$ cat src/rtl/if_id_stage.sv
// rtl/if_id_stage.sv - instruction fetch stage and IF/ID pipeline register
module if_id_stage #(
    parameter logic [31:0] RESET_PC  = 32'h0000_0000,
    parameter logic [31:0] NOP_INSTR = 32'h0000_0000
) (
    input  logic        clock,
    input  logic        reset,
    input  logic        PC_IFWrite,
    input  logic        redirect_valid,
    input  logic [31:0] redirect_target,
    output logic [31:0] imem_addr,
    output logic        imem_req,
    input  logic [31:0] imem_rdata,
    input  logic        imem_ready,
    output logic [31:0] id_pc,
    output logic [31:0] id_pc_plus4,
    output logic [31:0] id_instr,
    output logic        id_valid,
    output logic        if_busy
);

    typedef enum logic [1:0] {
        FETCH   = 2'd0,
        HOLD    = 2'd1,
        DISCARD = 2'd2
    } state_t;

    state_t      state_q, state_d;
    logic [31:0] pc_q, pc_d;
    logic [31:0] hold_buf_q, hold_buf_d;
    logic [31:0] pend_target_q, pend_target_d;
    logic [31:0] id_pc_q, id_pc_d;
    logic [31:0] id_pc_plus4_q, id_pc_plus4_d;
    logic [31:0] id_instr_q, id_instr_d;
    logic        id_valid_q, id_valid_d;

    logic [31:0] target;
    logic [31:0] pc_plus4;

    assign target   = redirect_target & ~32'h0000_0003;
    assign pc_plus4 = pc_q + 32'd4;

    // Fetch interface depends only on registered state, never on imem_ready.
    assign imem_req    = (state_q != HOLD);
    assign imem_addr   = pc_q;
    assign if_busy     = (state_q != HOLD) && !imem_ready;
    assign id_pc       = id_pc_q;
    assign id_pc_plus4 = id_pc_plus4_q;
    assign id_instr    = id_instr_q;
    assign id_valid    = id_valid_q;

    always_comb begin
        state_d       = state_q;
        pc_d          = pc_q;
        hold_buf_d    = hold_buf_q;
        pend_target_d = pend_target_q;
        id_pc_d       = id_pc_q;
        id_pc_plus4_d = id_pc_plus4_q;
        id_instr_d    = id_instr_q;
        id_valid_d    = id_valid_q;

        unique case (state_q)
            FETCH: begin
                if (imem_ready) begin
                    if (redirect_valid) begin
                        id_valid_d = 1'b0;
                        id_instr_d = NOP_INSTR;
                        pc_d       = target;
                    end else if (PC_IFWrite) begin
                        id_valid_d    = 1'b1;
                        id_instr_d    = imem_rdata;
                        id_pc_d       = pc_q;
                        id_pc_plus4_d = pc_plus4;
                        pc_d          = pc_plus4;
                    end else begin
                        hold_buf_d = imem_rdata;
                        state_d    = HOLD;
                    end
                end else if (redirect_valid) begin
                    pend_target_d = target;
                    id_valid_d    = 1'b0;
                    id_instr_d    = NOP_INSTR;
                    state_d       = DISCARD;
                end else if (PC_IFWrite) begin
                    id_valid_d = 1'b0;
                    id_instr_d = NOP_INSTR;
                end
            end

            HOLD: begin
                if (redirect_valid) begin
                    id_valid_d = 1'b0;
                    id_instr_d = NOP_INSTR;
                    pc_d       = target;
                    state_d    = FETCH;
                end else if (PC_IFWrite) begin
                    id_valid_d    = 1'b1;
                    id_instr_d    = hold_buf_q;
                    id_pc_d       = pc_q;
                    id_pc_plus4_d = pc_plus4;
                    pc_d          = pc_plus4;
                    state_d       = FETCH;
                end
            end

            DISCARD: begin
                // The outstanding word belongs to a squashed path; wait it out.
                if (redirect_valid) begin
                    pend_target_d = target;
                    id_valid_d    = 1'b0;
                    id_instr_d    = NOP_INSTR;
                end else if (PC_IFWrite) begin
                    id_valid_d = 1'b0;
                    id_instr_d = NOP_INSTR;
                end
                if (imem_ready) begin
                    pc_d    = redirect_valid ? target : pend_target_q;
                    state_d = FETCH;
                end
            end

            default: begin
                state_d = FETCH;
            end
        endcase
    end

    always_ff @(posedge clock) begin
        if (reset) begin
            state_q       <= FETCH;
            pc_q          <= RESET_PC;
            hold_buf_q    <= 32'h0;
            pend_target_q <= 32'h0;
            id_pc_q       <= 32'h0;
            id_pc_plus4_q <= 32'd4;
            id_instr_q    <= NOP_INSTR;
            id_valid_q    <= 1'b0;
        end else begin
            state_q       <= state_d;
            pc_q          <= pc_d;
            hold_buf_q    <= hold_buf_d;
            pend_target_q <= pend_target_d;
            id_pc_q       <= id_pc_d;
            id_pc_plus4_q <= id_pc_plus4_d;
            id_instr_q    <= id_instr_d;
            id_valid_q    <= id_valid_d;
        end
    end

endmodule

$ cat config.mk
export PLATFORM = sky130hd
export DESIGN_NAME = if_id_stage
export DESIGN_NICKNAME = d
export VERILOG_FILES = /design/src/rtl/if_id_stage.sv
export SDC_FILE = /design/constraint.sdc
export NUM_CORES = 1
export LEC_CHECK = 0
export ABC_AREA = 1
export BUFFER_PORTS_ARGS = -buffer_cell sky130_fd_sc_hd__buf_2
export CAP_MARGIN = 5
export CORE_ASPECT_RATIO = 0.75
export CORE_MARGIN = 3
export CORE_UTILIZATION = 37
export CTS_CLUSTER_DIAMETER = 40
export DETAILED_ROUTE_END_ITERATION = 8
export PLACE_DENSITY = 0.66
export SLEW_MARGIN = 15
export SYNTH_ARGS = -nofsm -noshare
export SYNTH_HDL_FRONTEND = slang
export SYNTH_SLANG_ARGS = --single-unit
$ cat constraint.sdc
create_clock -name clock -period 2.9 [get_ports clock]
set_input_delay 0.58 -clock clock [delete_from_list [all_inputs] [get_ports clock]]
set_output_delay 0.58 -clock clock [all_outputs]
set_load 0.005 [all_outputs]
# == After elaboration in Yosys (flattened, before gate mapping) ==
# Cells that the tools add are included.
# word_totals
regBits,195
input_bits,69
output_inout_bits,131
wordCells,72
# classes
add_sub_neg,1
n_eq_ne,11
mux,38
bitwise,2
reduce_logical,12
# ops
operator,count
$mux W32,19
$pmux W32 S2,3
$pmux W32 S3,2
$add A32 B3 Y32 const B,1
$mux W2,7
$ne A3 B3 Y1 const B,4
$ne A2 B2 Y1 const B,3
$pmux W2 S3,1
$reduce_and A3 Y1,2
$mux W1,5
$reduce_and A5 Y1,1
$ne A4 B4 Y1 const B,1
$reduce_and A2 Y1,2
$reduce_and A4 Y1,1
$reduce_bool A2 Y1,2
$pmux W1 S3,1
$reduce_bool A3 Y1,1
$eq A2 B1 Y1 const B,1
$eq A2 B2 Y1 const B,1
$logic_not A2 Y1,1
$ne A2 B1 Y1 const B,1
$not A1 Y1,2
$logic_and A1 B1 Y1,1
$logic_not A1 Y1,1

# == Longest topological paths before layout ==
# depth
depth_word,5
depth_mapped,12
mapped_depth_nobuf,11

# == Worst setup path before layout ==
# Ideal clock, no wire load.
# synth_timing
path_kind,register to register
startpoint,register state_q[1]
endpoint,"register id_instr_q[10], in the netlist id_instr[10]"
setup_time_ps,132
arrival_time_ps,1609
t_required_ps,2768
path_slack_ps,1159
path_stages_with_launch,10
path_buffers,2
period_less_slack_ps,1741
path_cell_list,dfxtp_1 inv_1 ha_1 clkbuf_1 inv_1 o21ai_0 o211ai_2 buf_2 nand2_1 a21oi_1
# synth_via
elab_chain_cells,3
word_cells_on_any_way,8
cone_classes,eq/ne: 4; mux: 1; reduce/logical: 3
# synth_rtl
item,line_no,rtl
from (decl),28,"state_t state_q, state_d;"
from (signal assigned),139,state_q <= state_d;
"$eq A2 B1 Y1, or another cell as far along",62,unique case (state_q)
"$ne A3 B3 Y1 (no source line), or another cell as far along",n/a,
$reduce_and A3 Y1 (no source line),n/a,
to (signal assigned),145,id_instr_q <= id_instr_d;
to (decl),34,"logic [31:0] id_instr_q, id_instr_d;"
# Several ways; a longest one is shown, not always the timed one.
# A chain may end at the register's enable or synchronous reset.

# == Final worst setup path ==
# Ends and elaborated chain as after synthesis.

==> flow_summary_export.csv <==
group,metric,value,unit
drt,num_vias,8622,
sta,hold_viol,0,
global_routing,grt_first_pass_wirelength,42560,um
sta,setup_tns,0,ps
setup_path,cp-start-kind,"register",
floorplanning,num_io_pins,200,
floorplanning,die_h,138.5,um
clock_tree,clk_pin_slew_worst_paths,70,ps
clock_tree,ctsResizeCount,0,
sta,finalClockSkew,11.89,ps
floorplanning,starting_utilization_of_the_core_area,38.45,%
run,timing.max_cap.violations,0,
clock_tree,post_cts_hold_buffer_count,0,
clock_tree,clock_sink_count,193,
sta,worst_slack,553.4,ps
clock_tree,cts_root_buffer,"sky130_fd_sc_hd__clkbuf_16",
clock_tree,cts_made_buffers,17,
global_routing,largest_net_degree_at_the_start_of_global_routing,92,
yosys,synth_seq_area_share,44.61,%
power,total_switching_power,2988,uW
yosys,syn-cell-area,0.008661,mm^2
setup_path,timing.critical_path.fanout_max,33,
yosys,yosysTopAreaCellShare,44.61,%
yosys,syn-mean-instance-area,7.013,um^2
clock_tree,clock_tree.buffer_depth,2,
global_routing,antenna_found_initial,1,
setup_path,worst-r2r-setup-slack,550,ps
clock_tree,cts_tree,"built",
place,place.port_buffers,197,
sta,final.min_clock_period,2347,ps
drt,detail_route.first_pass.iterations,7,
finish,nets,1466,
global_routing,groute.usage.overall,20.90,%
global_routing,grt_overflow_total,0,
setup_path,ff2ff_path_depth,9,
finish,finish.utilization,46.49,%
yosys,post-synth-top-area-cell,"sky130_fd_sc_hd__dfxtp_1",
yosys,ys_top_cells_by_area,"sky130_fd_sc_hd__dfxtp_1 45%, sky130_fd_sc_hd__nor2_1 10%, sky130_fd_sc_hd__nand2_1 9.8%, sky130_fd_sc_hd__o21ai_0 8.0%, sky130_fd_sc_hd__inv_1 5.3%",
place,gp_congestion,0.9189,
place,hpwl_detailed,19050,um
setup_path,data_required_time_of_the_worst_path,3160,ps
sta,worstMarginPinSlew,1069,ps
clock_tree,worst_skew_pair.late_latency,440,ps
drt,antenna_left,0,
yosys,synth_nets,1309,
hold_path,hold_path_sink,"hold_buf_q[23]",
place,place.detailed.instances,1667,
run_status,status,"complete, no violations",
finish,antenna_cells_inserted,0,
yosys,ys_seq_elements,193,
setup_path,cp_data_arrival_time,2610,ps
clock_tree,postCtsSetupBuffers,0,
setup_path,worst_r2r_startpoint,"state_q[1]",
power,power.switching_fraction,36.39,%
floorplanning,fp.dieW,182.7,um
drt,drt_iter0_markers,867,
floorplanning,die_area,0.02530,mm^2
power,max-vdd-ir-drop,0.4922,mV
hold_path,whs_path_depth,3,
power,share_clk_of_total_power,30.8,%
finish,post_route_cells_drive_above_1_share,19.23,%
hold_path,hold_path_startpoint,"imem_rdata[23]",
power,seqPwrFrac,40.7,%
setup_path,r2r_path_end,"id_instr[10]",
clock_tree,total_number_of_h_tree_levels,4,
power,p_per_area,784.2,mW/mm^2
sta,setup_viol_count_final,0,
yosys,ys.warnings.count,0,
global_routing,first_global_vias,7701,
finish,flow.area_growth_from_synthesis,20.89,%
floorplanning,core-area,0.02252,mm^2
sta,timing.max_slew.rel_slack,28.72,%
drt,via_per_inst,5.078,
power,power.share.combinational,28.5,%
yosys,yosys.cell_types.count,31,
floorplanning,rows,47,
sta,rsz0062_at_grt,"false",
drt,post_drt_wl_per_cell,16.07,um
power,internal_power,5223,uW
drt,finalWirelength,27280,um
hold_path,hold_class,"input port to register",
setup_path,path_class,"register to register",
sta,hold_ws,382.8,ps
sta,finalCritPeriodShare,80.92,%
sta,timing.final.max_slew_violations,0,
finish,layoutNonFillerInstCount,1698,
drt,drt_drc_violations_left,0,
place,preCtsSetupSlack,583.6,ps
yosys,syn_inst,1235,
power,leakage,0.004766,uW
sta,fmax,0.4261,GHz
setup_path,timing.critical_path.to_type,"register",
[worst max-delay path, stage by stage (launching register included)]
cell and delay [ps]:
sky130_fd_sc_hd__dfxtp_1 390, sky130_fd_sc_hd__inv_1 110, sky130_fd_sc_hd__ha_1 350, sky130_fd_sc_hd__buf_4 380, sky130_fd_sc_hd__inv_1 140, sky130_fd_sc_hd__o21ai_0 240, sky130_fd_sc_hd__o211ai_2 100, sky130_fd_sc_hd__buf_4 270
sky130_fd_sc_hd__nand2_1 100, sky130_fd_sc_hd__a21oi_1 60
[per-layer routing]
layer | vias up | part of all wire [%] | GRT usage [%]
met5 | - | 0.026 | 0
li1 | 4297 | - | -
met1 | 3980 | 49 | 32.25
met4 | 2 | 1.9 | 6.210
met3 | 27 | 7.6 | 4.359
met2 | 316 | 41 | 28.93
[flip-flops by register name, summed over array words and instances (netlist names)]
name           count
id_pc             30
id_instr          32
imem_addr         32
pend_target_q     32
hold_buf_q        32
id_pc_plus4       32
id_valid           1
state_q            2
[Yosys cell counts]
cell and instances:
sky130_fd_sc_hd__a211oi_1 4, sky130_fd_sc_hd__a21o_1 1, sky130_fd_sc_hd__a21oi_1 85, sky130_fd_sc_hd__a31oi_1 1, sky130_fd_sc_hd__a32o_1 26, sky130_fd_sc_hd__and2_1 2
sky130_fd_sc_hd__buf_1 5, sky130_fd_sc_hd__buf_2 18, sky130_fd_sc_hd__buf_4 11, sky130_fd_sc_hd__clkbuf_1 45, sky130_fd_sc_hd__clkinv_1 1, sky130_fd_sc_hd__dfxtp_1 193
sky130_fd_sc_hd__ha_1 5, sky130_fd_sc_hd__inv_1 123, sky130_fd_sc_hd__inv_2 6, sky130_fd_sc_hd__nand2_1 225, sky130_fd_sc_hd__nand3_1 21, sky130_fd_sc_hd__nand3_2 1
sky130_fd_sc_hd__nand3b_1 6, sky130_fd_sc_hd__nor2_1 236, sky130_fd_sc_hd__nor2_2 8, sky130_fd_sc_hd__nor2_4 3, sky130_fd_sc_hd__o2111ai_1 1, sky130_fd_sc_hd__o211ai_1 3
sky130_fd_sc_hd__o211ai_2 1, sky130_fd_sc_hd__o21ai_0 139, sky130_fd_sc_hd__o21ai_1 17, sky130_fd_sc_hd__o221ai_1 3, sky130_fd_sc_hd__o22ai_1 30, sky130_fd_sc_hd__xnor2_1 5
sky130_fd_sc_hd__xor2_1 10
[cell type report]
cell class              instances  area (um^2)
multi-input cells             833         3960
flip-flops and latches        193         3864
well taps                     294        367.9
clock inverters                12        173.9
repair buffers                217         1164
fillers                      2312        12050
clock buffers                  19        452.9
inverters                     130        488.0
[power groups by stage]
stage | Combinational [uW] | Sequential, uW | Clock, uW
after floorplan | 1460 | 3330 | 0
after global placement | 2270 | 3380 | 0
after detailed placement | 2300 | 3390 | 0
after CTS | 2320 | 3340 | 2580
after global routing | 2600 | 3390 | 2690
final | 2340 | 3340 | 2530
[kinds of logic (layout without fill, tap and decap cells)]
| family | Yosys count | count (layout) | synth area share [%] |
|---|---|---|---|
| and+or+nand+nor | 502 | 502 | 22.94 |
| AOI/OAI and AO/OA | 311 | 311 | 20.41 |
| buffers and inverters | 209 | 378 | 9.795 |
| DFF | 193 | 193 | 44.61 |
| xor gates and xnor gates | 15 | 15 | 1.517 |
| adders and majority gates | 5 | 5 | 0.7223 |
[layout by cell type (no fill, tap or decap), types with 3 or more instances in the layout]
cell	count
sky130_fd_sc_hd__nor2_1	235
sky130_fd_sc_hd__nand2_1	225
sky130_fd_sc_hd__buf_2	196
sky130_fd_sc_hd__dfxtp_1	193
sky130_fd_sc_hd__o21ai_0	139
sky130_fd_sc_hd__inv_1	122
sky130_fd_sc_hd__a21oi_1	85
sky130_fd_sc_hd__o22ai_1	30
sky130_fd_sc_hd__a32o_1	26
sky130_fd_sc_hd__nand3_1	21
sky130_fd_sc_hd__buf_4	19
sky130_fd_sc_hd__clkbuf_16	17
sky130_fd_sc_hd__o21ai_1	16
sky130_fd_sc_hd__xor2_1	10
sky130_fd_sc_hd__nor2_2	8
sky130_fd_sc_hd__inv_2	7
sky130_fd_sc_hd__nand3b_1	6
sky130_fd_sc_hd__xnor2_1	5
sky130_fd_sc_hd__ha_1	5
sky130_fd_sc_hd__a211oi_1	4
sky130_fd_sc_hd__nor2_4	4
sky130_fd_sc_hd__o221ai_1	3
sky130_fd_sc_hd__o211ai_1	3
sky130_fd_sc_hd__bufinv_16	3
sky130_fd_sc_hd__inv_8	3
[metrics by stage]
stage	area (um^2)	total power, uW
final	10470	8211
after global routing	10470	8672
after CTS	10470	8230
after detailed placement	9843	5698
after global placement	9838	5655
after floorplan	8661	4791
[how the worst max path moves through the flow]
stage,from,to,slack (ps),cells after the start
detailed placement,state_q[1],id_instr[13],580,9
CTS,state_q[1],if_busy,540,5
finish,state_q[1],id_instr[10],550,9
floorplan,state_q[1],id_instr[10],1160,9
global route,state_q[0],id_instr[27],380,7
global placement,state_q[1],id_instr[27],170,7
Note: power is estimated with default switching activity, not from simulation.
